`src/rtl/max_priority_queue_heap.sv`:
```
// Binary-heap priority queue (max or min ordering) with key+tag entries and a
// multi-cycle sift FSM. Define PQ_HWM_EN to add the high_water output.
module max_priority_queue_heap #(
  parameter int KEY_WIDTH = 8,
  parameter int TAG_WIDTH = 4,
  parameter int PQ_DEPTH  = 8,
  parameter int MIN_MODE  = 0
) (
  input  logic                             clk,
  input  logic                             reset,
  input  logic [KEY_WIDTH-1:0]             data_in,
  input  logic [TAG_WIDTH-1:0]             tag_in,
  input  logic                             valid_in,
  input  logic [1:0]                       op,
  input  logic                             ready_in,
  output logic                             ready_out,
  output logic [KEY_WIDTH-1:0]             pq_out,
  output logic [TAG_WIDTH-1:0]             tag_out,
  output logic                             valid_out,
  output logic [$clog2(PQ_DEPTH+1)-1:0]    count,
  output logic                             full,
  output logic                             empty,
  output logic                             err
`ifdef PQ_HWM_EN
  ,
  output logic [$clog2(PQ_DEPTH+1)-1:0]    high_water
`endif
);

  localparam int CW = $clog2(PQ_DEPTH+1);
  localparam int IW = $clog2(PQ_DEPTH);

  localparam logic [1:0] OP_PUSH    = 2'b01;
  localparam logic [1:0] OP_POP     = 2'b10;
  localparam logic [1:0] OP_REPLACE = 2'b11;

  // Command handshake: a command is taken on a rising edge when valid_in and
  // ready_out are both high; POP and REPLACE additionally need ready_in high.
  typedef enum logic [1:0] {IDLE, SIFT_UP, SIFT_DOWN} state_t;

  state_t               state, state_nxt;
  logic [IW-1:0]        idx, idx_nxt;
  logic [CW-1:0]        cnt, cnt_nxt, cnt_m1;
  logic                 err_nxt;

  logic [KEY_WIDTH-1:0] heap_key [PQ_DEPTH];
  logic [TAG_WIDTH-1:0] heap_tag [PQ_DEPTH];

  logic                 wr_en;
  logic [IW-1:0]        wr_idx;
  logic [KEY_WIDTH-1:0] wr_key;
  logic [TAG_WIDTH-1:0] wr_tag;
  logic                 swap_en;
  logic [IW-1:0]        swap_a, swap_b;

  logic                 is_empty, is_full, accept, push_like;
  logic [IW-1:0]        ins_idx, last_idx, parent_idx;
  logic [IW+1:0]        l_full, r_full, cnt_ext;
  logic                 has_l, has_r;
  logic [IW-1:0]        l_idx, r_idx, child_idx;

  function automatic logic higher(input logic [KEY_WIDTH-1:0] a,
                                  input logic [KEY_WIDTH-1:0] b);
    if (MIN_MODE != 0) return a < b;
    else               return a > b;
  endfunction

  assign is_empty  = (cnt == '0);
  assign is_full   = (cnt == CW'(PQ_DEPTH));
  assign cnt_m1    = cnt - CW'(1);
  assign ins_idx   = cnt[IW-1:0];
  assign last_idx  = cnt_m1[IW-1:0];
  assign accept    = valid_in && ready_out &&
                     ((op == OP_PUSH) || (((op == OP_POP) || (op == OP_REPLACE)) && ready_in));
  // REPLACE into an empty queue is treated exactly as a PUSH.
  assign push_like = (op == OP_PUSH) || ((op == OP_REPLACE) && is_empty);

  assign parent_idx = (idx - IW'(1)) >> 1;

  // Children indices are formed two bits wider so they never wrap before the
  // bound check against the current count.
  assign l_full    = {1'b0, idx, 1'b1};
  assign r_full    = l_full + (IW+2)'(1);
  assign cnt_ext   = (IW+2)'(cnt);
  assign has_l     = (l_full < cnt_ext);
  assign has_r     = (r_full < cnt_ext);
  assign l_idx     = has_l ? l_full[IW-1:0] : '0;
  assign r_idx     = has_r ? r_full[IW-1:0] : '0;
  assign child_idx = (has_r && higher(heap_key[r_idx], heap_key[l_idx])) ? r_idx : l_idx;

  always_comb begin
    state_nxt = state;
    idx_nxt   = idx;
    cnt_nxt   = cnt;
    err_nxt   = 1'b0;
    wr_en     = 1'b0;
    wr_idx    = '0;
    wr_key    = data_in;
    wr_tag    = tag_in;
    swap_en   = 1'b0;
    swap_a    = '0;
    swap_b    = '0;
    case (state)
      IDLE: begin
        if (accept) begin
          if (push_like) begin
            if (is_full) begin
              err_nxt = 1'b1;
            end else begin
              wr_en   = 1'b1;
              wr_idx  = ins_idx;
              cnt_nxt = cnt + CW'(1);
              if (!is_empty) begin
                state_nxt = SIFT_UP;
                idx_nxt   = ins_idx;
              end
            end
          end else if (op == OP_POP) begin
            if (is_empty) begin
              err_nxt = 1'b1;
            end else if (cnt == CW'(1)) begin
              cnt_nxt = '0;
            end else begin
              // Last leaf moves to the root, then sinks.
              wr_en     = 1'b1;
              wr_idx    = '0;
              wr_key    = heap_key[last_idx];
              wr_tag    = heap_tag[last_idx];
              cnt_nxt   = cnt_m1;
              state_nxt = SIFT_DOWN;
              idx_nxt   = '0;
            end
          end else begin
            wr_en     = 1'b1;
            wr_idx    = '0;
            state_nxt = SIFT_DOWN;
            idx_nxt   = '0;
          end
        end
      end
      SIFT_UP: begin
        if (idx == '0) begin
          state_nxt = IDLE;
        end else if (higher(heap_key[idx], heap_key[parent_idx])) begin
          swap_en = 1'b1;
          swap_a  = idx;
          swap_b  = parent_idx;
          idx_nxt = parent_idx;
        end else begin
          state_nxt = IDLE;
        end
      end
      SIFT_DOWN: begin
        if (has_l && higher(heap_key[child_idx], heap_key[idx])) begin
          swap_en = 1'b1;
          swap_a  = idx;
          swap_b  = child_idx;
          idx_nxt = child_idx;
        end else begin
          state_nxt = IDLE;
        end
      end
      default: state_nxt = IDLE;
    endcase
  end

  always_ff @(posedge clk or negedge reset) begin
    if (!reset) begin
      state <= IDLE;
      idx   <= '0;
      cnt   <= '0;
      err   <= 1'b0;
    end else begin
      state <= state_nxt;
      idx   <= idx_nxt;
      cnt   <= cnt_nxt;
      err   <= err_nxt;
    end
  end

  // Storage needs no reset: count alone defines which entries are live.
  always_ff @(posedge clk) begin
    if (wr_en) begin
      heap_key[wr_idx] <= wr_key;
      heap_tag[wr_idx] <= wr_tag;
    end else if (swap_en) begin
      heap_key[swap_a] <= heap_key[swap_b];
      heap_key[swap_b] <= heap_key[swap_a];
      heap_tag[swap_a] <= heap_tag[swap_b];
      heap_tag[swap_b] <= heap_tag[swap_a];
    end
  end

`ifdef PQ_HWM_EN
  always_ff @(posedge clk or negedge reset) begin
    if (!reset) begin
      high_water <= '0;
    end else if (cnt_nxt > high_water) begin
      high_water <= cnt_nxt;
    end
  end
`endif

  assign ready_out = (state == IDLE);
  assign valid_out = ready_out && !is_empty;
  assign pq_out    = valid_out ? heap_key[0] : '0;
  assign tag_out   = valid_out ? heap_tag[0] : '0;
  assign count     = cnt;
  assign full      = is_full;
  assign empty     = is_empty;

endmodule

```
`config.mk`:
```
export PLATFORM = sky130hd
export DESIGN_NAME = max_priority_queue_heap
export DESIGN_NICKNAME = d
export VERILOG_FILES = /design/src/rtl/max_priority_queue_heap.sv
export SDC_FILE = /design/constraint.sdc
export NUM_CORES = 1
export LEC_CHECK = 0
export ABC_AREA = 1
export CORE_UTILIZATION = 30
export DETAILED_ROUTE_END_ITERATION = 6
export DONT_BUFFER_PORTS = 1
export PLACE_DENSITY = 0.49
export SLEW_MARGIN = 20
export SYNTH_ARGS = -nofsm -noshare
export SYNTH_HDL_FRONTEND = slang
export SYNTH_SLANG_ARGS = --single-unit
```
`constraint.sdc`:
```
create_clock -name clk -period 17.4 [get_ports clk]
set_input_delay 5.22 -clock clk [delete_from_list [all_inputs] [get_ports clk]]
set_output_delay 5.22 -clock clk [all_outputs]
set_load 0.05 [all_outputs]
```
Word-level counts from Yosys, hierarchy flattened. Memories as Yosys holds them, arrays and structs flattened. Cells that the tools add are included.

Output and inout bits: 21. Register bits: 10. Word-level logic and storage cells: 142. Memory bits (writable): 96. Bits of input ports: 18. Memories kept: 2.

Memories: heap_key (words 8, width 8, read ports 9, clocked after Yosys merged registers in 0, write ports 2, line 46) `logic [KEY_WIDTH-1:0] heap_key [PQ_DEPTH];`; heap_tag (words 8, width 4, read ports 4, clocked after Yosys merged registers in 0, write ports 2, line 47) `logic [TAG_WIDTH-1:0] heap_tag [PQ_DEPTH];`.

Order comparisons: 5. Add/subtract/negate cells: 4. Muxes and demuxes: 87. Reduce and logical (&&, ||, !) cells: 21. Equality and inequality tests: 19.

Operators with widths (number): two-way mux 3 bit (23); two-way mux 8 bit (8); two-way mux 4 bit (13); two-way mux 1 bit (26); greater-than comparator 8 bit (3); two-way mux 2 bit (12); inequality test 3 bit (second input constant) (4); one-hot mux 3 bit (2 select lines) (2); inequality test 2 bit (second input constant) (5); one-hot mux 3 bit (3 select lines) (1); AND reduction 9 bit (1); OR reduction 8 bit (1); logical AND 1 bit (7); AND reduction 7 bit (1); == test 2 bit (second input constant) (3); one-hot mux 2 bit (3 select lines) (1); adder 4 x 1 -> 5 bit (second input constant) (1); < comparator 5 x 4 -> 1 bit (1); AND reduction 5 bit (1); adder 4 x 1 -> 4 bit (second input constant) (1); == test 2 x 1 -> 1 bit (second input constant) (2); == test 4 x 1 -> 1 bit (second input constant) (1); == test 4 bit (second input constant) (1); logical NOT 4 bit (1); other kinds (13) (16).

Longest topological paths before layout. An unclocked memory read counts as a cell.

Word-level depth: 18. Mapped depth: 51. Depth with buffers taken out: 47.

Least setup slack after synthesis. Ideal clock, no wire load.

Path kind: input port to flip-flop. Start point: input op[1]. End point: memory heap_key[0][0] (enable). Data required time: 17.002 ns. Library setup time: 0.398 ns. Setup slack: 9.564 ns. Buffers on the path: 0. Arrival time: 7.438 ns. Cell stages on the path: 9. Cells stage by stage: inv_2 > nor2_1 > a21oi_1 > nand3_1 > nor3_2 > nor2_8 > a21oi_1 > o21ai_0 > o21ai_0.

RTL lines: from (decl) (line 14) `input logic [1:0] op,`; to (decl) (line 46).

==> impl_metrics.tcl <==
set metrics [dict create \
    cts_resized 0 \
    async_flop_share_pct 9.43 \
    synth_cell_types 51 \
    grt_setup_unrepaired "false" \
    final_common_cell "nand2_1" \
    initial_utilization_pct 30.7 \
    cts.sinks 106 \
    fmax_mhz 83.9 \
    post-route-drc-count 2 \
    n_fill_cell 3947 \
    antenna_cells 0 \
    cts_made_buffers 9 \
    rows 69 \
    drt_iter0_markers 1645 \
    ctsRootBufferMaster "clkbuf_16" \
    path_clk_slew_ns 0.09 \
    clkLatencyLatePin_ns 0.38 \
    grt_use_total_pct 26.9 \
    die_h_um 193 \
    via_count 12300 \
    synth_nets 1770 \
    ys_warn_count 0 \
    io_buffers 0 \
    crit_path_frequent_cell "nand2_1" \
    clockBufferDepth 2 \
    grt_pass1_wl_um 75000 \
    setup.worst_path.start "idx[1]" \
    die-area_um2 37300 \
    die_x_um 193 \
    hold_viol 0 \
    grt_pass1_vias 11100 \
    outcome "finished, violations left" \
    cts.htree.levels 3 \
    reg2reg_from "idx[1]" \
    hp-start "state[0]" \
    ys.flop_type "edfxtp_1" \
    gp_congestion 1.00 \
    viasPerCell 5.82 \
    critPathTopFamily "simple AND/OR/NAND/NOR gates" \
    finalSetupViolCount 0 \
    worstSetupStartpointType "register" \
    seq_area_frac_synth_pct 28.6 \
    grt-ovfl-total 0 \
    skew_ns 0.0190 \
    tns_ns 0 \
    violations "design-rule violations" \
    ys_seq_elements 106 \
    worstSetupPathType "reg2reg" \
    nets 1706 \
    ant_nets 0 \
    io_pins 39 \
    critPathMaxStageDelay_ns 1.01 \
    hold_path.class "reg2reg" \
    wl_per_cell_um 24.2 \
    avgSynthCellArea_um2 6.41 \
    syn_to_final_growth_pct 5.36 \
    end_kind "register" \
    crit_arrival_ns 11.92 \
    required_ns 17.41 \
    antenna_found_initial 1 \
    slowest_stage "nor3_2" \
    period_share_pct 68.5 \
    period_needed_ns 11.91 \
    holdBufCountCts 0 \
    grt_max_degree 66 \
    cts_tree "done" \
    worst_pin_slew_ns 1.02 \
    synth_edf_count 96 \
    maxSlewViolCount 0 \
    path_buf_inv 5 \
    drive_above_1_share_pct 6.84 \
    path_max_fanout 64 \
    hpwl_um 36300 \
    syn_area_um2 11000 \
    maxCapViolations 0 \
    maxSlewHeadroom_pct 31.2 \
    post-cts-setup-buffers 0 \
    core_area_um2 35700 \
    drt_first_pass_iters 7 \
    wl_um 51100 \
    layout_common_cells "490 x nand2_1, 219 x nand3_1, 199 x o21ai_0" \
    syn_inst 1712 \
]
==> state kept, by name, summed over array words and instances (netlist names) <==
signal    count
heap_key     64
heap_tag     32
count         4
idx           3
state         2
err           1
==> metrics by stage <==
step | cell area (µm²) | cells | hold WS, ns | util, % | setup slack (ns)
2_1_floorplan | 11000 | 1712 | 0.478 | - | 9.56
3_3_place_gp | 11300 | 2098 | 0.506 | 31.5 | 5.83
3_5_place_dp | 11300 | 2098 | 0.503 | 31.5 | 5.42
4_1_cts | 11600 | 2114 | 0.524 | 32.3 | 5.39
5_1_grt | 11600 | 2114 | 0.539 | 32.3 | 4.62
6_report | 11600 | 2114 | 0.523 | 32.3 | 5.49
==> kinds of logic (layout without fill, tap and decap cells) <==
family | after synthesis | after routing | synth area share [%]
simple gates | 885 | 885 | 35.7
compound gates | 414 | 414 | 20.9
buf+inv | 261 | 202 | 9.84
flops | 106 | 106 | 28.6
fa+ha+maj | 40 | 40 | 4.56
xor+xnor | 6 | 6 | 0.479
==> worst paths after layout <==
path                                  endpoint  slack (ns)  depth (start not counted)
worst min-delay path                  state[0]        0.52                          2
worst max-delay path            heap_key[3][3]        5.49                         38
worst max register to register  heap_key[3][3]        5.49                         38
min in group asynchronous                  err        4.52                          0
max in group asynchronous             count[0]       12.80                          0
worst min register to register        state[0]        0.52                          2
==> synthesized netlist by cell type, types with 6 or more instances <==
library cell	n	share of area, %
buf_2	30	1.4
edfxtp_1	96	26
a21oi_1	123	5.6
nor2_4	6	0.62
nor2_2	6	0.34
o22ai_1	10	0.57
clkbuf_1	45	1.5
ha_1	40	4.6
inv_2	14	0.48
nand3_2	8	0.73
buf_4	12	0.82
nand3_1	219	10
dfrtp_1	10	2.3
nand2_1	490	17
a31oi_1	6	0.34
nand2_2	18	1.0
o21ai_0	207	9.4
nor2_1	105	3.6
o211ai_1	39	2.7
inv_1	146	5.0
buf_1	7	0.24
==> worst reg2reg max path, delay by kind of cell (launching register included) <==
kind	cells	cell delay [ns]
simple gates	22	4.98
flops	1	0.96
fa+ha+maj	4	1.84
buf+inv	5	2.37
compound gates	7	1.39
==> layer usage <==
| layer | vias up | track usage, % | wire length, µm |
|---|---|---|---|
| met5 | - | 0 | 13 |
| met4 | 2 | 9.45 | 1570 |
| li1 | 5681 | - | - |
| met1 | 5858 | 38.1 | 22900 |
| met3 | 100 | 3.68 | 4240 |
| met2 | 660 | 41.6 | 22400 |
==> layout make-up <==
type                    instances  area (µm²)  share of cell area, %
well taps                     461         577                   4.99
repair buffers                 21         158                   1.36
clock buffers                  11         233                   2.01
inverters                     165         622                   5.38
multi-input cells            1345        6780                   58.7
clock inverters                 5        55.1                  0.476
flip-flops and latches        106        3130                   27.1
Power is not shown: default switching activity piles up to over one toggle a cycle in this logic, so the estimate is an artifact.
